[config.mk]
export PLATFORM = sky130hd
export DESIGN_NAME = vga_driver
export DESIGN_NICKNAME = d
export VERILOG_FILES = /design/src/rtl/vga_driver.sv
export SDC_FILE = /design/constraint.sdc
export NUM_CORES = 1
export LEC_CHECK = 0
export CAP_MARGIN = 25
export CORE_ASPECT_RATIO = 0.5
export CORE_MARGIN = 10
export CORE_UTILIZATION = 68
export DETAILED_ROUTE_END_ITERATION = 8
export DONT_BUFFER_PORTS = 1
export GPL_TIMING_DRIVEN = 0
export PLACE_DENSITY = 0.83
export SYNTH_ARGS = -nofsm -noshare
export SYNTH_HDL_FRONTEND = slang
export SYNTH_SLANG_ARGS = --single-unit
export TNS_END_PERCENT = 50
[constraint.sdc]
create_clock -name vga_clk_25 -period 8.49 [get_ports vga_clk_25]
set_input_delay 1.2735 -clock vga_clk_25 [delete_from_list [all_inputs] [get_ports vga_clk_25]]
set_output_delay 1.2735 -clock vga_clk_25 [all_outputs]
set_load 0.005 [all_outputs]
[src/rtl/vga_driver.sv]
// 640x480@60Hz VGA timing generator on the 25 MHz pixel clock.
// Sync/enable/request outputs are registered decodes of the next counter state, so they track the counters with no lag.
module vga_driver #(
  parameter logic [9:0] H_SYNC  = 10'd96,
  parameter logic [9:0] H_BACK  = 10'd48,
  parameter logic [9:0] H_DISP  = 10'd640,
  parameter logic [9:0] H_FRONT = 10'd16,
  parameter logic [9:0] V_SYNC  = 10'd2,
  parameter logic [9:0] V_BACK  = 10'd33,
  parameter logic [9:0] V_DISP  = 10'd480,
  parameter logic [9:0] V_FRONT = 10'd10
) (
  input  logic        vga_clk_25,
  input  logic        rst_n,
  input  logic [15:0] pixel_data,
  output logic [9:0]  pixel_xpos,
  output logic [9:0]  pixel_ypos,
  output logic        vga_hs,
  output logic        vga_vs,
  output logic        vga_en,
  output logic [15:0] vga_rgb,
  output logic        frame_end
);

  localparam logic [9:0] H_TOTAL     = H_SYNC + H_BACK + H_DISP + H_FRONT;
  localparam logic [9:0] V_TOTAL     = V_SYNC + V_BACK + V_DISP + V_FRONT;
  localparam logic [9:0] H_ACT_START = H_SYNC + H_BACK;
  localparam logic [9:0] H_ACT_END   = H_ACT_START + H_DISP;
  localparam logic [9:0] H_REQ_START = H_ACT_START - 10'd1;
  localparam logic [9:0] H_REQ_END   = H_ACT_END - 10'd1;
  localparam logic [9:0] V_ACT_START = V_SYNC + V_BACK;
  localparam logic [9:0] V_ACT_END   = V_ACT_START + V_DISP;

  logic [9:0] h_cnt_q, h_cnt_d;
  logic [9:0] v_cnt_q, v_cnt_d;
  logic       hs_q, hs_d;
  logic       vs_q, vs_d;
  logic       en_q, en_d;
  logic       fe_q, fe_d;
  logic [9:0] xpos_q, xpos_d;
  logic [9:0] ypos_q, ypos_d;
  logic       h_wrap;
  logic       v_line;
  logic       req;

  always_comb begin
    h_wrap  = (h_cnt_q == H_TOTAL - 10'd1);
    h_cnt_d = h_wrap ? 10'd0 : h_cnt_q + 10'd1;
    v_cnt_d = v_cnt_q;
    if (h_wrap) begin
      v_cnt_d = (v_cnt_q == V_TOTAL - 10'd1) ? 10'd0 : v_cnt_q + 10'd1;
    end

    // Outputs are decoded from the counter values they will sit beside next cycle.
    hs_d   = (h_cnt_d >= H_SYNC);
    vs_d   = (v_cnt_d >= V_SYNC);
    v_line = (v_cnt_d >= V_ACT_START) && (v_cnt_d < V_ACT_END);
    en_d   = v_line && (h_cnt_d >= H_ACT_START) && (h_cnt_d < H_ACT_END);
    req    = v_line && (h_cnt_d >= H_REQ_START) && (h_cnt_d < H_REQ_END);
    xpos_d = req ? h_cnt_d - H_REQ_START : 10'd0;
    ypos_d = req ? v_cnt_d - V_ACT_START : 10'd0;
    fe_d   = (h_cnt_d == H_TOTAL - 10'd1) && (v_cnt_d == V_TOTAL - 10'd1);
  end

  // A reset edge parks everything at the (0,0) decode, which is all-zero.
  always_ff @(posedge vga_clk_25) begin
    if (!rst_n) begin
      h_cnt_q <= '0;
      v_cnt_q <= '0;
      hs_q    <= 1'b0;
      vs_q    <= 1'b0;
      en_q    <= 1'b0;
      fe_q    <= 1'b0;
      xpos_q  <= '0;
      ypos_q  <= '0;
    end else begin
      h_cnt_q <= h_cnt_d;
      v_cnt_q <= v_cnt_d;
      hs_q    <= hs_d;
      vs_q    <= vs_d;
      en_q    <= en_d;
      fe_q    <= fe_d;
      xpos_q  <= xpos_d;
      ypos_q  <= ypos_d;
    end
  end

  assign vga_hs     = hs_q;
  assign vga_vs     = vs_q;
  assign vga_en     = en_q;
  assign frame_end  = fe_q;
  assign pixel_xpos = xpos_q;
  assign pixel_ypos = ypos_q;
  // Renderer answers one clock after the request, exactly when vga_en covers that pixel.
  assign vga_rgb    = en_q ? pixel_data : 16'h0000;

endmodule

After elaboration in Yosys (flattened, before gate mapping):

Index checks and enable logic that the tools add are counted.

* input bits: 18
* logic and storage cells: 35
* register bits after elaboration: 44
* output and inout bits: 40

* $lt $le $gt $ge: 8
* reductions and logical operators: 7
* muxes and demuxes: 4
* equal/unequal tests: 4
* add/sub/neg operators: 4

Operator list (number)
* equality test 10 bit (second input constant): 4
* less-than comparator 10 bit (second input constant): 3
* 2-to-1 mux 10 bit: 3
* adder 10 x 1 -> 10 bit (second input constant): 2
* >= comparator 10 x 8 -> 1 bit (second input constant): 2
* 2-to-1 mux 16 bit: 1
* >= comparator 10 x 2 -> 1 bit (second input constant): 1
* >= comparator 10 x 6 -> 1 bit (second input constant): 1
* >= comparator 10 x 7 -> 1 bit (second input constant): 1
* subtractor 10 x 6 -> 10 bit (second input constant): 1
* subtractor 10 x 8 -> 10 bit (second input constant): 1
* logical AND 1 bit: 6
* AND reduction 2 bit: 1

Logic depth before layout (Yosys ltp):

* depth in word-level cells: 8
* depth in mapped cells: 15
* mapped depth without buffers: 14

Worst setup path after synthesis:

OpenSTA, ideal clock, no wires.

* path kind: reg2reg
* start: register h_cnt_q[1]
* end: register xpos_q[3] (netlist: pixel_xpos[3])
* library setup time: 0.142 ns
* slack: 5.430 ns
* arrival time: 2.918 ns
* stages on the path, launching flop included: 14
* clock period less this slack: 3.060 ns
* required time: 8.348 ns
* path buffers: 3
* cells stage by stage: dfxtp_1 ha_1 buf_6 nand4_4 or3_1 buf_6 mux2_2 ha_1 nor2_1 a41oi_4 o21bai_4 a32oi_4 buf_6 nor4_2

* longest elaborated chain between the ends: 7
* elaborated cells between the ends (all ways): 13
* those cells by class: 2 x add/sub; 4 x order compare; 1 x eq/ne; 2 x mux; 4 x reduce/logical

RTL lines
* start, declared: RTL line 34 `logic [9:0] h_cnt_q, h_cnt_d;`
* start signal, assigned: RTL line 77 `h_cnt_q <= h_cnt_d;`
* equality test 10 bit *: RTL line 47 `h_wrap = (h_cnt_q == H_TOTAL - 10'd1);`
* 2-to-1 mux 10 bit *: RTL line 50 `if (h_wrap) begin`
* net v_cnt_d[0]: RTL line 35 `logic [9:0] v_cnt_q, v_cnt_d;`
* >= comparator 10 x 6 -> 1 bit / less-than comparator 10 bit (equally long branches): RTL line 57 `v_line = (v_cnt_d >= V_ACT_START) && (v_cnt_d < V_ACT_END);`
* logical AND 1 bit *: RTL line 57
* logical AND 1 bit * (2 in series): RTL line 59 `req = v_line && (h_cnt_d >= H_REQ_START) && (h_cnt_d < H_REQ_END);`
* AND reduction 2 bit (no line) *
* end signal, assigned: RTL line 83 `xpos_q <= xpos_d;`
* end, declared: RTL line 40 `logic [9:0] xpos_q, xpos_d;`

Mark *: on every way through the listed nets, which the timed path passes. The rest lies on a longest branch.
A chain may end at the register's enable or synchronous reset.

Worst setup path in the final report:

* start: register h_cnt_q[1]
* end: register en_q (netlist: vga_en)

* longest elaborated chain between the ends: 6
* elaborated cells between the ends (all ways): 11
* those cells by class: 1 x add/sub; 4 x order compare; 1 x eq/ne; 2 x mux; 3 x reduce/logical

RTL lines
* equality test 10 bit *: RTL line 47
* 2-to-1 mux 10 bit *: RTL line 50
* net v_cnt_d[1]: RTL line 35
* >= comparator 10 x 6 -> 1 bit / less-than comparator 10 bit (equally long branches): RTL line 57
* logical AND 1 bit *: RTL line 57
* logical AND 1 bit * (2 in series): RTL line 58 `en_d = v_line && (h_cnt_d >= H_ACT_START) && (h_cnt_d < H_ACT_END);`
* end signal, assigned: RTL line 81 `en_q <= en_d;`
* end, declared: RTL line 38 `logic en_q, en_d;`

Marked as above.

==> impl_metrics.env <==
export IMPL_crit_chain="ha_1, buf_6, nand4_4, nor3_2, o21ai_0, ha_1, nor2_1, a41oi_4, o21bai_4, a32oi_4, buf_6, a311oi_2"
export IMPL_grt_start_max_net_pins=15
export IMPL_die_height_um=65.0
export IMPL_n_antenna_cell=0
export IMPL_num_vias=2208
export IMPL_synth_net_count=316
export IMPL_place_area_um2=2820
export IMPL_dp_hpwl_um=5010
export IMPL_synth_seq_area_share_pct=32.0
export IMPL_leakage_nw=1.04
export IMPL_start_util_pct=70.5
export IMPL_hp_class="register to register"
export IMPL_cp_required_ps=8640
export IMPL_cts_reportedPaths_clkPinSlew_ps=80
export IMPL_rows=16
export IMPL_core_um2=3900
export IMPL_ctsResizeCount=0
export IMPL_synth_edf_count=0
export IMPL_antenna_found_initial=0
export IMPL_ant_nets=0
export IMPL_busiest_layer="met2"
export IMPL_clock_latency_ps=310
export IMPL_hold_viol=0
export IMPL_drc=0
export IMPL_status="finished clean"
export IMPL_finalWorstSetupSlack_ps=4690
export IMPL_cts_htree_levels=2
export IMPL_cts_buffers=5
export IMPL_grtUsageMet2_pct=31.3
export IMPL_fillCellCount=284
export IMPL_whs_path_depth=2
export IMPL_grt_pass1_vias=2165
export IMPL_r2r_cells=12
export IMPL_grt_pass1_wl_um=10700
export IMPL_cts_buffer_depth=2
export IMPL_wire_per_inst_um=18.6
export IMPL_synth_cells=291
export IMPL_ctsRootBufferMaster="clkbuf_8"
export IMPL_layout_commonest_cell="dfxtp_1"
export IMPL_slew_viol_final=0
export IMPL_async_flop_share_pct=0
export IMPL_first_pass_iters=5
export IMPL_drive_gt1_share_pct=21.1
export IMPL_holdBufCountCts=0
export IMPL_rsz0062_at_grt="no"
export IMPL_die_w_um=110
export IMPL_synthFlopType="dfxtp_1"
export IMPL_max_slew_margin_pct=45.2
export IMPL_cts_tree="done"
export IMPL_fin_tns_setup_ps=0
export IMPL_layout_common_cells="44 x dfxtp_1, 23 x nor2_1, 21 x nand2_1, 20 x and2_1"
export IMPL_min_period_ps=3800
export IMPL_post_cts_buffers=0
export IMPL_pin_count=58
export IMPL_drt_initial_drc_count=135
export IMPL_dpl_worst_slack_ps=4770
export IMPL_use_met3_pct=6.21
export IMPL_synthToLayoutAreaGrowth_pct=5.64
export IMPL_grt_usage_pct=18.5
export IMPL_yosysWarnings=0
export IMPL_cap_violations=0
export IMPL_wl_um=6570
export IMPL_post_route_period_util_pct=44.7
export IMPL_routabilityCongestion=0.943
export IMPL_crit_type="register to register"
export IMPL_crit_slowest_cell="nor3_2"
export IMPL_grt_overflow=0
export IMPL_syn_cell_area_um2=2750
export IMPL_use_met1_pct=22.2
export IMPL_max_freq_ghz=0.263
export IMPL_final_nets=323
export IMPL_tightest_slew_ps=818
export IMPL_synth_cell_type_count=64
export IMPL_die_area_um2=7150
export IMPL_p_per_area_nw_per_um2=131
export IMPL_setup_viol=0
export IMPL_vias_per_cell=6.25
export IMPL_synth_seq_cells=44
export IMPL_cp_max_fo=10
export IMPL_end_kind="register"
export IMPL_startpoint_type="register"
export IMPL_crit_arrival_ps=3940
export IMPL_max_vdd_ir_drop_mv=0.112
export IMPL_fin_area_um2=2910
export IMPL_cts_sinks=44
export IMPL_numPortBuffers=0
export IMPL_max_stage_delay_ps=720
export IMPL_clock_skew_final_ps=8.07
export IMPL_avgSynthCellArea_um2=9.46
export IMPL_fin_util_pct=74.5
[per-layer routing]
metal  part of all wire (%)  vias up
li1                       -     1054
met1                     43     1053
met2                     47       91
met3                    9.0       10
met4                    1.2        0
met5                      0        -
[state kept, by name (all words and copies together) (netlist names)]
register,flops
v_cnt_q,10
vga_hs,1
vga_vs,1
frame_end,1
pixel_ypos,10
vga_en,1
h_cnt_q,10
pixel_xpos,10
[synth_stat cells (3+ instances only)]
cell | n | area, um^2
nand2_1 | 21 | 78.8
dfxtp_1 | 44 | 881
nor2_1 | 23 | 86.3
o21ai_0 | 10 | 50.1
and2_1 | 20 | 125
nor4_1 | 6 | 37.5
xnor2_1 | 16 | 140
nand2b_1 | 3 | 18.8
clkbuf_1 | 3 | 11.3
clkbuf_8 | 4 | 55.1
buf_6 | 7 | 78.8
nor4b_2 | 3 | 45.0
mux2i_1 | 3 | 30.0
xor2_1 | 10 | 87.6
ha_1 | 7 | 87.6
nor3_1 | 12 | 60.1
a21oi_1 | 7 | 35.0
inv_1 | 10 | 37.5
nand3_1 | 11 | 55.1
nor3_2 | 16 | 160
[critical path, delay by kind of cell (launching register included)]
family,cells,cell delay [ps]
DFF,1,430
AOI/OAI and AO/OA,5,1150
adders and majority gates,2,510
buffers and inverters,2,370
and+or+nand+nor,3,1180
[power by group]
group	switching, mW	total (mW)	internal (mW)
Combinational	0.0233	0.0369	0.0137
Clock	0.0756	0.133	0.0574
Sequential	0.00328	0.212	0.209
[through the flow]
step	hold slack, ps	cells	total power, mW
after floorplan	554	291	0.246
after global placement	597	345	0.252
after detailed placement	621	345	0.253
after CTS	643	353	0.384
after global routing	699	353	0.398
final	653	353	0.382
[layout make-up]
type	count	area, um^2	share of cell area (%)
plain buffers	15	150	5.16
clock buffers	5	68.8	2.37
well taps	54	67.6	2.32
clock inverters	3	18.8	0.645
multi-input cells	221	1680	57.8
flip-flops and latches	44	881	30.3
inverters	11	41.3	1.42
[path summary, 6_finish.rpt]
check	endpoint	startpoint	slack (ps)
hold reg to reg	v_cnt_q[8]$_SDFF_PN0_	v_cnt_q[8]$_SDFF_PN0_	650
setup reg to reg	vga_en$_SDFF_PN0_	h_cnt_q[1]$_SDFF_PN0_	4690
hold / removal	v_cnt_q[8]$_SDFF_PN0_	v_cnt_q[8]$_SDFF_PN0_	650
setup / recovery	vga_en$_SDFF_PN0_	h_cnt_q[1]$_SDFF_PN0_	4690
[logic make-up (layout without fill, tap and decap cells)]
family,Yosys count,count (layout),share of synthesized area [%]
buffers and inverters,26,34,6.95
and+or+nand+nor,140,140,34.0
DFF,44,44,32.0
AOI/OAI and AO/OA,44,44,14.1
muxes,4,4,1.50
xor gates and xnor gates,26,26,8.27
adders and majority gates,7,7,3.18
Note: power is estimated with default switching activity, not from simulation.
